<file path="config.mk">
export PLATFORM = sky130hd
export DESIGN_NAME = signed_mac_accumulator
export DESIGN_NICKNAME = d
export VERILOG_FILES = /design/src/rtl/signed_mac_accumulator.sv
export SDC_FILE = /design/constraint.sdc
export NUM_CORES = 1
export LEC_CHECK = 0
export ABC_AREA = 1
export BUFFER_PORTS_ARGS = -buffer_cell sky130_fd_sc_hd__buf_2
export CAP_MARGIN = 25
export CORE_ASPECT_RATIO = 1.2
export CORE_MARGIN = 8
export CORE_UTILIZATION = 45
export CTS_CLUSTER_SIZE = 12
export DETAILED_ROUTE_END_ITERATION = 10
export SLEW_MARGIN = 30
export SYNTH_ARGS = -nofsm -noshare
export SYNTH_HDL_FRONTEND = slang
export SYNTH_SLANG_ARGS = --single-unit
export TNS_END_PERCENT = 30
</file>
<file path="constraint.sdc">
create_clock -name clk -period 11.85 [get_ports clk]
set_input_delay 3.555 -clock clk [delete_from_list [all_inputs] [get_ports clk]]
set_output_delay 3.555 -clock clk [all_outputs]
set_load 0.03 [all_outputs]
</file>
<file path="src/rtl/signed_mac_accumulator.sv">
// Purpose: burst multiply-accumulate of signed 8x8 operand pairs into a saturating ACC_W-bit sum.
// Latency: out_valid rises 3 edges after the final pair transfers; one accumulation per cycle.
// Backpressure: in_ready only in RUN; result held in DONE until out_ready, start ignored unless IDLE.

// Combinational 8x8 two's-complement multiplier feeding the accumulator.
module main (
    input  logic [7:0]  x,
    input  logic [7:0]  y,
    output logic [15:0] p
);
    logic [15:0] x_ext;
    logic [15:0] y_ext;

    // Sign-extend both operands so the low 16 bits of the product are the signed result.
    always_comb begin
        x_ext = {{8{x[7]}}, x};
        y_ext = {{8{y[7]}}, y};
        p     = x_ext * y_ext;
    end
endmodule

module signed_mac_accumulator #(
    parameter int ACC_W = 24,
    parameter int LEN_W = 8
) (
    input  logic             clk,
    input  logic             rst_n,
    input  logic             start,
    input  logic [LEN_W-1:0] len,
    input  logic             in_valid,
    output logic             in_ready,
    input  logic [7:0]       x,
    input  logic [7:0]       y,
    output logic             out_valid,
    input  logic             out_ready,
    output logic [ACC_W-1:0] acc_out,
    output logic             sat,
    output logic             busy
);
    typedef enum logic [1:0] {IDLE, RUN, DRAIN, DONE} state_t;

    state_t           state_q, state_d;
    logic [LEN_W-1:0] len_q, len_d;
    logic [LEN_W-1:0] count_q, count_d;
    logic [7:0]       x_q, x_d;
    logic [7:0]       y_q, y_d;
    logic             v1_q, v1_d;
    logic [15:0]      p_q, p_d;
    logic             v2_q, v2_d;
    logic [ACC_W-1:0] acc_q, acc_d;
    logic             sat_q, sat_d;

    logic             xfer;
    logic             clr;
    logic [15:0]      prod;
    logic [ACC_W:0]   sum_w;

    main u_mul (
        .x (x_q),
        .y (y_q),
        .p (prod)
    );

    // FSM next-state and handshake outputs.
    always_comb begin
        state_d   = state_q;
        len_d     = len_q;
        count_d   = count_q;
        clr       = 1'b0;
        in_ready  = 1'b0;
        out_valid = 1'b0;
        busy      = (state_q != IDLE);
        xfer      = 1'b0;
        case (state_q)
            IDLE: begin
                if (start) begin
                    len_d   = len;
                    count_d = '0;
                    clr     = 1'b1;
                    state_d = (len == '0) ? DONE : RUN;
                end
            end
            RUN: begin
                in_ready = 1'b1;
                xfer     = in_valid;
                if (in_valid) begin
                    count_d = count_q + 1'b1;
                    if (count_d == len_q) begin
                        state_d = DRAIN;
                    end
                end
            end
            DRAIN: begin
                // Wait until the last product has reached the accumulator.
                if (!v1_q && !v2_q) begin
                    state_d = DONE;
                end
            end
            DONE: begin
                out_valid = 1'b1;
                if (out_ready) begin
                    state_d = IDLE;
                end
            end
            default: state_d = IDLE;
        endcase
    end

    // Operand and product pipeline stages.
    always_comb begin
        x_d  = x_q;
        y_d  = y_q;
        p_d  = p_q;
        v1_d = xfer;
        v2_d = v1_q;
        if (xfer) begin
            x_d = x;
            y_d = y;
        end
        if (v1_q) begin
            p_d = prod;
        end
    end

    // Saturating accumulate: overflow shows as disagreement between the top two sum bits.
    always_comb begin
        acc_d = acc_q;
        sat_d = sat_q;
        sum_w = {{(ACC_W - 15){p_q[15]}}, p_q} + {acc_q[ACC_W-1], acc_q};
        if (clr) begin
            acc_d = '0;
            sat_d = 1'b0;
        end else if (v2_q) begin
            if (sum_w[ACC_W] != sum_w[ACC_W-1]) begin
                sat_d = 1'b1;
                acc_d = sum_w[ACC_W] ? {1'b1, {(ACC_W-1){1'b0}}}
                                     : {1'b0, {(ACC_W-1){1'b1}}};
            end else begin
                acc_d = sum_w[ACC_W-1:0];
            end
        end
    end

    // State, pipeline and accumulator registers.
    always_ff @(posedge clk or negedge rst_n) begin
        if (!rst_n) begin
            state_q <= IDLE;
            len_q   <= '0;
            count_q <= '0;
            x_q     <= '0;
            y_q     <= '0;
            v1_q    <= 1'b0;
            p_q     <= '0;
            v2_q    <= 1'b0;
            acc_q   <= '0;
            sat_q   <= 1'b0;
        end else begin
            state_q <= state_d;
            len_q   <= len_d;
            count_q <= count_d;
            x_q     <= x_d;
            y_q     <= y_d;
            v1_q    <= v1_d;
            p_q     <= p_d;
            v2_q    <= v2_d;
            acc_q   <= acc_d;
            sat_q   <= sat_d;
        end
    end

    assign acc_out = acc_q;
    assign sat     = sat_q;
endmodule

</file>
* After elaboration in Yosys (flattened, before gate mapping)
Cells that the tools add are included.
** Storage, ports and cells
- ROM bits :: 0
- Memories kept :: 0
- Bits in latches :: 0
- Register bits after elaboration :: 77
- Output and inout bits :: 28
- Input port bits :: 29
- Bits in writable memories :: 0
** Operators by class
- Reductions and logical operators :: 13
- Mux-type cells :: 22
- Bitwise logic cells :: 0
- Multipliers :: 1
- Add/sub/neg operators :: 2
- Shift-type cells :: 0
- $lt $le $gt $ge :: 0
- Equality and inequality tests :: 10
- Divide/modulo/power cells :: 0
** Operators with widths (number)
- $mux 24 :: 4
- $add 16x24->25 :: 1
- $mul 8x8->16 :: 1
- $mux 8 :: 2
- $pmux 8 s2 :: 1
- $mux 2 :: 6
- $ne 2x2->1 const B :: 5
- $add 8x1->8 const B :: 1
- $eq 8x8->1 :: 1
- $logic_not 8->1 :: 1
- $mux 1 :: 8
- $pmux 2 s4 :: 1
- $reduce_bool 2->1 :: 4
- $reduce_and 5->1 :: 1
- $eq 2x2->1 const B :: 2
- $reduce_and 2->1 :: 2
- $reduce_and 3->1 :: 1
- $eq 2x1->1 const B :: 1
- $logic_not 1->1 :: 2
- $logic_not 2->1 :: 1
- $logic_and 1x1->1 :: 1
- $ne 1x1->1 :: 1

* Logic depth before layout (Yosys ltp)
Gate-level depths: netlist of run 1.
- Depth in word-level cells :: 5
- Depth in mapped cells :: 20
- Mapped depth without buffers :: 19

* Modules after synthesis
A second synthesis of run 1 with hierarchy kept.
** Unflattened totals
- Cell total of the unflattened synthesis :: 1102
- Area total of the unflattened synthesis :: 7905.1 µm²
** By module, submodules not included
- signed_mac_accumulator :: sequential area each 1926.8 µm², times used 1, cells an instance 698, area each 5141.2 µm²
- main :: sequential area each 0.0 µm², times used 1, cells an instance 404, area each 2763.9 µm²

* Worst setup path after synthesis of run 1
No wires, ideal clock.
- Path type :: register -> output
- From :: reg state_q[0]
- To :: out busy
- Setup slack :: 7.425 ns
- Required time :: 8.295 ns
- Buffers on the path :: 0
- Cell stages (with the launch flop) :: 4
- Data arrival time :: 0.870 ns
- Path through :: dfrtp_1 -> inv_1 -> ha_1 -> inv_1
** On the way
- Longest elaborated chain between the ends :: 1
** Ends and longest elaborated chain
- start: declaration :: RTL line 42 : state_t state_q, state_d;
- start signal: assignment :: RTL line 158 : state_q <= state_d;
- $reduce_bool 2->1 :: RTL line 72 : busy = (state_q != IDLE);
- end: declaration :: RTL line 38 : output logic busy
Every way passes these cells.

* Worst setup path in the final report of run 1
Ends and elaborated chain as after synthesis.

==> flow_metrics.env, run 1 <==
export IMPL_vias_per_cell=4.888
export IMPL_die_width_um=136.2
export IMPL_clock_sinks=77
export IMPL_clk_path_buf_depth=2
export IMPL_cts_resized=0
export IMPL_setup_tns_ns=0
export IMPL_ios=57
export IMPL_yosysWarnings=0
export IMPL_start_util_pct=46.12
export IMPL_timing_final_crit_share_pct=41.17
export IMPL_multiInputGateArea_um2=4952
export IMPL_grt_util_met3_pct=2.511
export IMPL_clk_pin_slew_ns=0.06
export IMPL_maxSlewHeadroom_pct=44.38
export IMPL_start_kind="register"
export IMPL_hold_viol_final=0
export IMPL_postCtsSetupRepairBufs=0
export IMPL_die_h_um=160.2
export IMPL_firstDrtPassIters=5
export IMPL_hp_class="register to register"
export IMPL_end_kind="output pin"
export IMPL_synth_seq_area_share_pct=24.70
export IMPL_worstPathArrival_ns=1.32
export IMPL_use_met1_pct=20.06
export IMPL_wire_per_inst_um=13.62
export IMPL_n_antenna_cell=0
export IMPL_synth_area_top_cells="dfrtp_1, nand2_1, fa_1"
export IMPL_vias=6476
export IMPL_place_congestion=0.8401
export IMPL_root_buffer="clkbuf_16"
export IMPL_final_util_pct=50.18
export IMPL_syn_area_um2=7801
export IMPL_grt_pass1_vias=6621
export IMPL_critPathKind="register to output pin"
export IMPL_maxCapViolCount=0
export IMPL_worstPathMaxFanout=4
export IMPL_nets=1248
export IMPL_htree_levels=3
export IMPL_cts_tree="done"
export IMPL_whs_ns=0.4869
export IMPL_drive_gt1_share_pct=11.45
export IMPL_finalClockSkew_ns=0.009663
export IMPL_drt_iter0_markers=309
export IMPL_setup_viol=0
export IMPL_syn_num_nets=1211
export IMPL_use_met2_pct=31.43
export IMPL_required_ns=8.30
export IMPL_outcome="finished, final reports clean"
export IMPL_nFillCells=1755
export IMPL_fin_cells=1325
export IMPL_yosysTopAreaCell="dfrtp_1"
export IMPL_grt_use_total_pct=17.44
export IMPL_syn_area_per_cell_um2=7.311
export IMPL_rsz0062_at_grt="no"
export IMPL_antenna_found_initial=0
export IMPL_slew_violations=0
export IMPL_register_area_um2=1927
export IMPL_grt_pass1_wl_um=31040
export IMPL_portBuffers=56
export IMPL_synth_top_area_share_pct=24.70
export IMPL_worstSkewPairLatency_ns=0.35
export IMPL_dp_hpwl_um=14350
export IMPL_gr_total_overflow=0
export IMPL_gr_max_usage_layer="met2"
export IMPL_grt_max_degree=78
export IMPL_min_period_ns=4.878
export IMPL_area_growth_pct=8.805
export IMPL_synth_cells=1067
export IMPL_core_um2=16920
export IMPL_dp_cells=1309
export IMPL_fp_row_count=52
export IMPL_max_slew_worst_pin_slew_ns=0.8334
export IMPL_ant_nets=0
export IMPL_final_common_cell="nand2_1"
export IMPL_synth_distinct_cells=43
export IMPL_max_freq_ghz=0.2050
export IMPL_design_die_area_um2=21820
export IMPL_synth_edf_count=0
export IMPL_drt_total_wl_um=18050
export IMPL_drcViolationCount=0
export IMPL_synthArstFlopShare_pct=100.0
export IMPL_ys_ff_latch=77
export IMPL_layout_common_cells="nand2_1, inv_1, dfrtp_1"
export IMPL_cts_hold_repair_buffers=0
export IMPL_synth_top_flop_cell="dfrtp_1"
export IMPL_cts_buffers=9
-- worst max-delay path: stages (launching register included) --
cell     delay (ns)
dfrtp_1        0.39
inv_1          0.10
ha_1           0.21
inv_1          0.08
buf_2          0.20
-- synthesized netlist by cell type (4+ instances only) --
cell,number
inv_1,201
ha_1,59
nand2_1,356
nand4_1,15
nor2_2,6
nand2_2,15
a21oi_2,7
o21bai_1,10
o22ai_1,7
clkbuf_1,21
buf_6,5
or2_2,6
o21ai_0,24
nand3_1,54
fa_1,56
xnor2_1,19
dfrtp_1,77
nand2_4,4
nand3b_1,4
xor2_1,9
mux2_2,8
a21oi_1,28
nor3_1,5
nor2_1,41
-- state kept, by name, summed over array words and instances, names as in the netlist --
name,count
acc_out,24
v2_q,1
v1_q,1
len_q,8
x_q,8
state_q,2
p_q,16
sat,1
count_q,8
y_q,8
-- per-stage QoR --
step                worst slack (ns)  area (µm²)
floorplan                      7.425        7801
global placement               6.779        8198
detailed placement             6.726        8202
CTS                            6.949        8488
finish                         6.972        8488
global route                   6.890        8488
-- metal layers --
layer | vias to the layer above | routed length [µm]
met5 | - | 0
met4 | 0 | 345
met1 | 3011 | 7936
li1 | 3342 | -
met2 | 97 | 9237
met3 | 26 | 533
-- path summary, 6_finish.rpt --
kind / slack, ns / end / start / cells past startpoint
setup / recovery: 6.97 / busy / state_q[0] / 4
hold / removal: 0.49 / p_q[4] / p_q[4] / 2
setup reg to reg: 7.23 / p_q[12] / x_q[0] / 15
hold reg to reg: 0.49 / p_q[4] / p_q[4] / 2
max in group asynchronous: 8.12 / p_q[15] / rst_n / 1
min in group asynchronous: 3.22 / count_q[6] / rst_n / 1
-- cell type report --
class	count	area share, %
multi-input combinational	756	58.34
sequential	77	22.70
inverter	204	9.021
timing repair buffer	56	3.376
tap	216	3.184
clock buffer	12	3.022
clock inverter	4	0.3538
-- kinds of logic (layout without fill, tap and decap cells) --
kind of cell	after synthesis	after routing	share of synthesized area [%]
and+or+nand+nor	519	519	28.71
buffers and inverters	234	276	11.82
adders and majority gates	115	115	23.83
AOI/OAI and AO/OA	86	86	6.640
DFF	77	77	24.70
xor gates and xnor gates	28	28	3.144
muxes	8	8	1.155
Power of run 1 is not shown: default switching activity piles up to over one toggle a cycle in this logic, so the estimate is an artifact.
==> run 2, diff against run 1 <==
- ABC_AREA: 1 -> 0
- clock period: 11.85 -> 5.05 ns (I/O delays scaled with it)
==> flow_metrics.env, run 2 <==
export IMPL_dpl_worst_slack_ns=0.3067
export IMPL_yosysMostFrequentCell="inv_1"
export IMPL_outcome="finished, final reports clean"
export IMPL_synthTopCellsByCount="inv_1, dfrtp_1, ha_1, fa_1, nand2_1"
export IMPL_drt_iter0_markers=200
export IMPL_path_cells="and2_1, fa_1, inv_1, fa_1, inv_1, fa_1, inv_1, fa_1, inv_1, ha_1, o21ai_0, a21boi_0, o21ai_0, a21boi_1, o211ai_1, a2111o_1, nand3_1"
export IMPL_final_common_cell="inv_1"
export IMPL_critPathKind="register to register"
export IMPL_setup_ws_ns=0.3639
export IMPL_largest_register_ffs=24
export IMPL_antenna_found_initial=0
export IMPL_maxSlewHeadroom_pct=52.05
export IMPL_clock_sinks=77
export IMPL_gr_total_overflow=0
export IMPL_timing_final_crit_share_pct=92.79
export IMPL_crit_cells=17
export IMPL_whs_ns=0.4727
export IMPL_worstPathArrival_ns=4.97
export IMPL_synthArstFlopShare_pct=100.0
export IMPL_cts_buffers=9
export IMPL_start_util_pct=46.06
export IMPL_max_freq_ghz=0.2134
export IMPL_min_period_ns=4.686
export IMPL_synth_seq_area_share_pct=27.85
export IMPL_fp_row_count=49
export IMPL_layout_common_cells="inv_1, dfrtp_1, ha_1"
export IMPL_synth_top_area_share_pct=27.85
export IMPL_vias_per_cell=5.187
export IMPL_crit_path_start="x_q[3]"
export IMPL_cp_slowest_stage_delay_ns=0.54
export IMPL_r2r_cells=17
export IMPL_setup_viol=0
export IMPL_cts_hold_repair_buffers=0
export IMPL_grt_pass1_vias=5308
export IMPL_synth_area_top_cells="dfrtp_1, fa_1, ha_1"
export IMPL_vias=4985
export IMPL_firstDrtPassIters=4
export IMPL_syn_area_per_cell_um2=9.927
export IMPL_n_antenna_cell=0
export IMPL_yosysWarnings=0
export IMPL_maxCapViolCount=0
export IMPL_area_growth_pct=11.43
export IMPL_rr_startpoint="x_q[3]"
export IMPL_cts_tree="done"
export IMPL_core_um2=15020
export IMPL_syn_num_nets=841
export IMPL_crit_family="adder cells"
export IMPL_hold_viol_final=0
export IMPL_required_ns=5.33
export IMPL_die_h_um=151.8
export IMPL_ant_nets=0
export IMPL_slew_violations=0
export IMPL_die_width_um=129.2
export IMPL_finalClockSkew_ns=0.006925
export IMPL_design_die_area_um2=19620
export IMPL_grt_pass1_wl_um=25370
export IMPL_hp_class="register to register"
export IMPL_synth_cells=697
export IMPL_worstPathMaxFanout=9
export IMPL_drcViolationCount=0
export IMPL_hold_path_startpoint="sat"
export IMPL_grt_max_degree=78
export IMPL_synth_edf_count=0
export IMPL_htree_levels=3
export IMPL_drt_total_wl_um=14550
export IMPL_yosysTopAreaCell="dfrtp_1"
export IMPL_root_buffer="clkbuf_16"
export IMPL_setup_tns_ns=0
export IMPL_grt_use_total_pct=15.91
export IMPL_ios=57
export IMPL_whs_path_depth=1
export IMPL_worstSkewPairLatency_ns=0.35
export IMPL_synth_distinct_cells=57
export IMPL_cts_resized=0
export IMPL_drive_gt1_share_pct=16.38
export IMPL_synth_top_flop_cell="dfrtp_1"
export IMPL_rsz0062_at_grt="no"
export IMPL_dp_hpwl_um=11520
export IMPL_clk_path_buf_depth=2
export IMPL_slowest_stage="fa_1"
export IMPL_nets=896
export IMPL_final_util_pct=51.33
export IMPL_syn_area_um2=6919
export IMPL_portBuffers=56
export IMPL_start_kind="register"
export IMPL_max_slew_worst_pin_slew_ns=0.7177
export IMPL_clk_pin_slew_ns=0.06
export IMPL_place_congestion=0.8959
export IMPL_cp_buffers_inverters=4
export IMPL_postCtsSetupRepairBufs=0
export IMPL_ys_ff_latch=77
export IMPL_end_kind="register"
export IMPL_wire_per_inst_um=15.14
export IMPL_nFillCells=1367
## run 2: cell types whose count changed after synthesis, moves of 9 or more
| cell | before | now |
|---|---|---|
| mux2_2 | 8 | 32 |
| xnor2_1 | 19 | 32 |
| nor2_1 | 41 | 32 |
| nand3_1 | 54 | 11 |
| inv_1 | 201 | 94 |
| nand2_1 | 356 | 55 |
| nand4_1 | 15 | 3 |
| and2_1 | 2 | 38 |
| nand2_2 | 15 | 0 |
| clkbuf_1 | 21 | 9 |
| a221o_1 | 0 | 22 |
## run 2: layout make-up
cell class	count	area, µm²	share of cell area [%]
Clock buffer	11	242.7	3.148
Tap cell	204	255.2	3.311
Multi-Input combinational cell	510	4578	59.38
Clock inverter	5	33.78	0.4382
Timing Repair Buffer	60	320.3	4.154
Sequential cell	77	1927	24.99
Inverter	94	352.8	4.576
## run 2: kinds of logic after synthesis
kind of cell | count (synthesis) | share of synthesized area [%]
DFF | 77 | 27.85
xor gates and xnor gates | 44 | 5.570
muxes | 34 | 5.497
adders and majority gates | 115 | 26.87
and+or+nand+nor | 183 | 13.38
AOI/OAI and AO/OA | 134 | 14.41
buffers and inverters | 110 | 6.420
## run 2: worst reg2reg max path: stages (launching register included)
cell and delay (ns):
dfrtp_1 0.47, and2_1 0.22, fa_1 0.53, inv_1 0.05, fa_1 0.47, inv_1 0.05, fa_1 0.53, inv_1 0.06
fa_1 0.54, inv_1 0.04, ha_1 0.31, o21ai_0 0.11, a21boi_0 0.24, o21ai_0 0.15, a21boi_1 0.27, o211ai_1 0.14
a2111o_1 0.37, nand3_1 0.07
## run 2: through the flow
step                      std cells  area, µm²
after floorplan                 697       6919
after global placement          944       7403
after detailed placement        944       7415
after CTS                       960       7691
after global routing            961       7710
final                           961       7710
## run 2: metal layers
layer / track usage, % / wire length, µm
met4: 5.160 / 206
met1: 20.23 / 6713
met5: 0 / 0
met2: 26.22 / 7065
met3: 3.221 / 562
## run 2: final timing paths
path | to | slack [ns]
setup / recovery | p_q[14] | 0.36
hold / removal | sat | 0.47
setup reg to reg | p_q[14] | 0.36
hold reg to reg | sat | 0.47
max in group asynchronous | x_q[7] | 3.37
min in group asynchronous | acc_out[15] | 1.18
Power of run 2 is left out for the same reason.
